--- config.mk ---
export PLATFORM = sky130hd
export DESIGN_NAME = ula_seq
export DESIGN_NICKNAME = d
export VERILOG_FILES = /design/src/rtl/ula_seq.sv
export SDC_FILE = /design/constraint.sdc
export NUM_CORES = 1
export LEC_CHECK = 0
export BUFFER_PORTS_ARGS = -buffer_cell sky130_fd_sc_hd__buf_4
export CAP_MARGIN = 20
export CORE_UTILIZATION = 46
export DETAILED_ROUTE_END_ITERATION = 7
export PLACE_DENSITY = 0.7
export SLEW_MARGIN = 20
export SYNTH_ARGS = -nofsm -noshare
export SYNTH_HDL_FRONTEND = slang
export SYNTH_SLANG_ARGS = --single-unit
export TNS_END_PERCENT = 50
--- constraint.sdc ---
create_clock -name clk -period 5.8 [get_ports clk]
set_input_delay 0 -clock clk [delete_from_list [all_inputs] [get_ports clk]]
set_output_delay 0 -clock clk [all_outputs]
set_load 0.01 [all_outputs]
--- src/rtl/ula_seq.sv ---
// Bit-serial ALU: AND / OR / ADD / SUB (A-B).
// One 1-bit slice is evaluated per clock, LSB first. The operands are latched
// when an operation is accepted. result/carry/zero update together when the
// FSM enters DONE, and they hold until the next operation finishes.
module ula_seq #(
    parameter int WIDTH = 8
) (
    input  logic             clk,
    input  logic             rst_n,
    input  logic             start,
    input  logic [1:0]       op,
    input  logic [WIDTH-1:0] a,
    input  logic [WIDTH-1:0] b,
    output logic             busy,
    output logic             done,
    output logic [WIDTH-1:0] result,
    output logic             carry,
    output logic             zero
);

    localparam int CW = $clog2(WIDTH);
    localparam logic [CW-1:0] LAST = CW'(WIDTH - 1);

    typedef enum logic [1:0] {IDLE = 2'b00, RUN = 2'b01, DONE = 2'b10} state_t;
    typedef enum logic [1:0] {OP_AND = 2'b00, OP_OR = 2'b01, OP_ADD = 2'b10, OP_SUB = 2'b11} op_t;

    state_t           state, state_nxt;
    op_t              op_r;
    logic [WIDTH-1:0] a_r, b_r, sr, sr_nxt;
    logic [CW-1:0]    cnt;
    logic             c_r, c_nxt;
    logic             a_bit, b_bit, slice, last_bit, arith;

    assign last_bit = (cnt == LAST);
    assign arith    = (op_r == OP_ADD) || (op_r == OP_SUB);
    assign busy     = (state == RUN);
    assign done     = (state == DONE);

    // State register.
    always_ff @(posedge clk or negedge rst_n) begin
        // NOTE: sequential state is written with non-blocking assignments only, so every
        // register samples values from before the clock edge.
        if (!rst_n) state <= IDLE;
        else        state <= state_nxt;
    end

    // Next-state logic. start is only looked at in IDLE.
    always_comb begin
        // NOTE: the default comes first, so every path assigns state_nxt and no latch is inferred.
        state_nxt = state;
        unique case (state)
            IDLE:    if (start) state_nxt = RUN;
            RUN:     if (last_bit) state_nxt = DONE;
            DONE:    state_nxt = IDLE;
            default: state_nxt = IDLE;
        endcase
    end

    // One bit slice. SUB is A + ~B + 1, with the +1 preloaded into the carry.
    always_comb begin
        a_bit  = a_r[cnt];
        b_bit  = b_r[cnt] ^ (op_r == OP_SUB);
        slice  = 1'b0;
        c_nxt  = c_r;
        unique case (op_r)
            OP_AND: slice = a_bit & b_bit;
            OP_OR:  slice = a_bit | b_bit;
            default: begin
                slice = a_bit ^ b_bit ^ c_r;
                c_nxt = (a_bit & b_bit) | (c_r & (a_bit ^ b_bit));
            end
        endcase
        sr_nxt = {slice, sr[WIDTH-1:1]};
    end

    // Datapath: latch the operands, shift in slices, and publish the results on the last bit.
    always_ff @(posedge clk or negedge rst_n) begin
        // NOTE: the internal operand and shift registers are reset as well, so that a
        // reset in the middle of an operation leaves no stale state behind.
        if (!rst_n) begin
            a_r    <= '0;
            b_r    <= '0;
            op_r   <= OP_AND;
            sr     <= '0;
            cnt    <= '0;
            c_r    <= 1'b0;
            result <= '0;
            carry  <= 1'b0;
            zero   <= 1'b1;
        end else begin
            unique case (state)
                IDLE: if (start) begin
                    a_r  <= a;
                    b_r  <= b;
                    op_r <= op_t'(op);
                    cnt  <= '0;
                    c_r  <= (op == 2'b11);
                end
                RUN: begin
                    sr  <= sr_nxt;
                    c_r <= c_nxt;
                    if (last_bit) begin
                        result <= sr_nxt;
                        carry  <= arith ? c_nxt : 1'b0;
                        zero   <= (sr_nxt == '0);
                    end else begin
                        cnt <= cnt + 1'b1;
                    end
                end
                default: ;
            endcase
        end
    end

endmodule

[Yosys cells after proc, flatten, opt, wreduce, memory -nomap -nowiden]
Index checks and enable logic that the tools add are counted.
Widths: inputs -> output; s select.
Storage, ports and cells
  bits in registers: 42
  bits of input ports: 21
  logic and storage cells: 55
Operators by class
  order comparisons: 1
  bitwise gates (word level): 7
  reductions and logical operators: 11
  equal/unequal tests: 10
  multiplexer cells: 15
  add/subtract/negate cells: 1
Operator list (count)
  $eq 2x2->1 const B: 4
  $logic_not 8->1: 1
  $reduce_and 2->1: 4
  $bmux 1 s3: 2
  $mux 3: 2
  $pmux 3 s2: 1
  $mux 1: 5
  $eq 2x1->1 const B: 2
  $logic_not 2->1: 2
  $lt 3x4->1 const B: 1
  $mux 2: 2
  $ne 2x2->1 const B: 2
  $pmux 1 s2: 2
  $pmux 2 s2: 1
  $add 3x1->3 const B: 1
  $eq 3x3->1 const B: 1
  $reduce_and 3->1: 1
  $xor 1x1->1: 3
  $and 1x1->1: 2
  $ne 2x1->1 const B: 1
  $or 1x1->1: 2
  $reduce_bool 2->1: 1
  $reduce_or 2->1: 1
  $logic_or 1x1->1: 1

[Logic depth before layout (Yosys ltp)]
  depth after elaboration: 8
  gate-level depth with buffers: 10
  depth with buffers taken out: 9

[Worst setup path before layout]
No wires, ideal clock.
  kind: reg2reg
  start: register cnt[0]
  end: register c_r
  clock period less this slack: 2.357 ns
  data arrival time: 2.291 ns
  buffers on the path: 1
  required time: 5.734 ns
  cell stages (with the launch flop): 10
  path slack: 3.443 ns
  cells stage by stage: dfrtp_1 -> buf_6 -> mux4_1 -> mux2i_1 -> xnor2_1 -> fa_1 -> nand2b_1 -> mux2_2 -> o22ai_1 -> a221o_1
Between the ends
  word-level cells in the longest chain between the ends: 8
RTL lines
  from (decl): RTL line 30  | logic [CW-1:0] cnt;
  from (signal assigned): RTL line 107  | cnt <= cnt + 1'b1;
  $bmux 1 s3: RTL line 62  | b_bit = b_r[cnt] ^ (op_r == OP_SUB);
  $mux 1 (not written as such): RTL line 62
  $xor 1x1->1: RTL line 62
  $xor 1x1->1: RTL line 70  | c_nxt = (a_bit & b_bit) | (c_r & (a_bit ^ b_bit));
  $and 1x1->1: RTL line 70
  $or 1x1->1 (*): RTL line 70
  $mux 1 (*): RTL line 65  | unique case (op_r)
  $pmux 1 s2 (*): RTL line 91  | unique case (state)
  to (signal assigned): RTL line 97  | c_r <= (op == 2'b11);
  to (signal assigned): RTL line 101  | c_r <= c_nxt;
  to (decl): RTL line 31  | logic c_r, c_nxt;
Every way passes the cells marked *; elsewhere a longest branch is shown, timed or not. The select of a mux whose other input is x is not followed.
A chain may end at the register's enable or synchronous reset.

[Worst setup path after layout]
Ends and elaborated chain as after synthesis.

==> out/metrics.yaml <==
timing:
  finalSetupViolations: 0
  slew_headroom_pct: 41.9
  timing.fmax_ghz: 0.390
  rsz0062_at_grt: "no"
  hold_viol: 0
  maxSlewViolCount: 0
  post-route-period-util_pct: 44.2
  fin_tns_setup_ps: 0
  finalWorstPathRequiredPeriod_ps: 2570
  finalClockSkew_ps: 6.62
  hold_slack_ps: 218
  worst_pin_slew_ps: 871
die:
  rows: 22
  core-area_mm2: 0.00380
  pin_count: 33
  die_w_um: 65.9
  die_h_um: 65.9
  initial_core_util_pct: 49.4
  fp.dieArea_mm2: 0.00434
synthesis:
  synthXorXnorAreaFrac_pct: 0.467
  synthArstFlopShare_pct: 100
  ys_seq_elements: 41
  seq_area_frac_synth_pct: 54.7
  dominantRegCellSynth: "dfrtp_1"
  synth_top_area_share_pct: 53.3
  syn_avg_cell_area_um2: 13.1
  synth_edf_count: 0
  syn_inst: 143
  synth-compound-area-share_pct: 5.27
  synthMuxAreaShare_pct: 24.0
  syn-num-nets: 169
  synthTopCellsByArea: "dfrtp_1 53%, mux2_2 17%, mux4_1 5.6%, nand2_1 4.8%, ha_1 2.7%"
  synth_top_family_by_area: "multiplexers"
  synthSimpleGateAreaFrac_pct: 8.33
  synth.distinct_cells: 29
  synthAdderAreaFrac_pct: 3.73
  yosysTopAreaCell: "dfrtp_1"
  netlist_area_mm2: 0.00188
  yosys_warnings: 0
hold_path:
  min_path_type: "input pin to asynchronous set/reset pin"
critical_path:
  startpoint: "cnt[0]"
  crit_path_end_kind: "register"
  cp.depth: 8
  worst-path-buf-inv: 0
  r2r_slack_ps: 3230
  cpMaxStageDelayCell: "mux4_1"
  cp-endpoint: "c_r"
  cp.arrival_ps: 2800
  rr_worst_depth: 8
  critical_path_class: "register to register"
  cp_top_family: "multiplexers"
  cp_cell_sequence: "mux4_1, mux2i_1, xnor2_1, fa_1, nand2b_1, mux2_2, o22ai_1, a221o_1"
  crit_fanout: 7
  r2r-end: "c_r"
  critPathMaxStageDelay_ps: 580
  crit_required_ps: 6030
  cp-start-kind: "register"
  regToRegStartpoint: "cnt[0]"
route:
  firstDrtPassIters: 4
  via_count: 1245
  postRouteWirelength_um: 3500
  post-route-drc-count: 0
  drt_iter0_markers: 53
  ant_nets: 0
  vias_per_cell: 5.06
  wl_per_cell_um: 14.2
cells_and_area:
  diodes: 0
  drive_gt1_share_pct: 36.4
  syn_to_final_growth_pct: 30.3
  layout.nets: 223
power_and_ir_drop:
  leakage_nw: 1.17
  total_power_w: 0.00129
  power_density_mw_per_mm2: 526
  worst_ir_drop_vdd_v: 0.000245
placement:
  port_buffers: 32
  place_hpwl_um: 2300
  place_congestion: 0.774
grt:
  grt_pass1_vias: 1320
  track_usage_pct: 19.2
  grt_start_max_net_pins: 42
  grt_pass1_wl_um: 6040
  gr-total-overflow: 0
  antenna_found_initial: 0
cts:
  cts_sinks: 41
  path_clk_slew_ps: 70
  clock_path_buffers: 2
  cts_tree: "yes"
  h-tree-depth: 2
  insertion_delay_ps: 290
  cts_buffers: 5
  postCtsResizedCells: 0
  cts-root-buf: "clkbuf_8"
job:
  cap_violations: 0
outcome:
  outcome: "complete, no violations"
==> logic make-up after synthesis <==
kind of cell	Yosys count
buf+inv	12
mux	35
simple gates	36
fa+ha+maj	5
xor+xnor	1
compound gates	13
flops	41
==> per-stage QoR <==
stage          cell area [um2]  util (%)  worst slack (ps)  instances
6_report                  2450      64.4              3230        246
5_1_grt                   2450      64.4              3090        246
4_1_cts                   2450      64.4              3210        246
3_5_place_dp              2140      56.3              3220        218
3_3_place_gp              2140      56.3              3310        218
2_1_floorplan             1880         -              3440        143
==> synth_stat cells (3+ instances only) <==
library cell,count
dfrtp_1,40
mux2_2,28
nand2_1,24
inv_1,6
a22o_1,4
ha_1,4
mux4_1,4
o21ai_0,4
buf_4,3
mux2i_1,3
nand2b_1,3
nor2_1,3
==> registers in the layout (all words and copies together), names as in the netlist <==
| register | cells |
|---|---|
| a_r | 8 |
| b_r | 8 |
| c_r | 1 |
| carry | 1 |
| cnt | 3 |
| op_r | 2 |
| result | 8 |
| sr | 7 |
| state | 2 |
| zero | 1 |
==> layout make-up <==
class | instances | area (um2)
fillers | 300 | 1350
flip-flops and latches | 41 | 1030
multi-input cells | 90 | 785
repair buffers | 52 | 440
clock buffers | 6 | 72.6
well taps | 48 | 60.1
clock inverters | 2 | 35.0
inverters | 7 | 26.3
==> where the power goes <==
group	internal (W)	leakage, nW	total [W]	switching (W)
Clock	0.000128	0.0552	0.000220	0.0000926
Sequential	0.000425	0.498	0.000532	0.000107
Combinational	0.000307	0.619	0.000534	0.000227
==> per-layer routing <==
layer / GRT usage [%] / up-vias / part of all wire, %
li1: - / 606 / -
met1: 24.0 / 608 / 45
met2: 31.1 / 25 / 50
met3: 5.69 / 6 / 3.7
met4: 7.34 / 0 / 1.5
met5: 0 / - / 0
==> worst min-delay path by stage <==
stage               slack, ps  cells after the start  startpoint  endpoint
finish                    220                      2       rst_n    cnt[1]
global route              250                      2       rst_n    a_r[6]
global placement            1                      1       rst_n    cnt[2]
detailed placement          6                      1       rst_n    cnt[1]
floorplan                -300                      0       rst_n    a_r[0]
CTS                       240                      2       rst_n    b_r[7]
==> what timing repair did <==
| action | CTS | global route |
|---|---|---|
| setup buffers | 0 | 0 |
| hold buffers | 20 | 0 |
| endpoints found under the hold margin | 59 | 0 |
==> cell usage in the layout (no fill, tap or decap), types with 3 or more instances in the layout <==
cell type,Yosys,routed
a22o_1,4,4
buf_4,3,32
clkbuf_8,0,5
dfrtp_1,40,40
dlygate4sd3_1,0,20
ha_1,4,4
inv_1,6,6
mux2_2,28,28
mux2i_1,3,3
mux4_1,4,4
nand2_1,24,24
nand2b_1,3,3
nor2_1,3,3
o21ai_0,4,4
(Power assumes the default switching activity.)
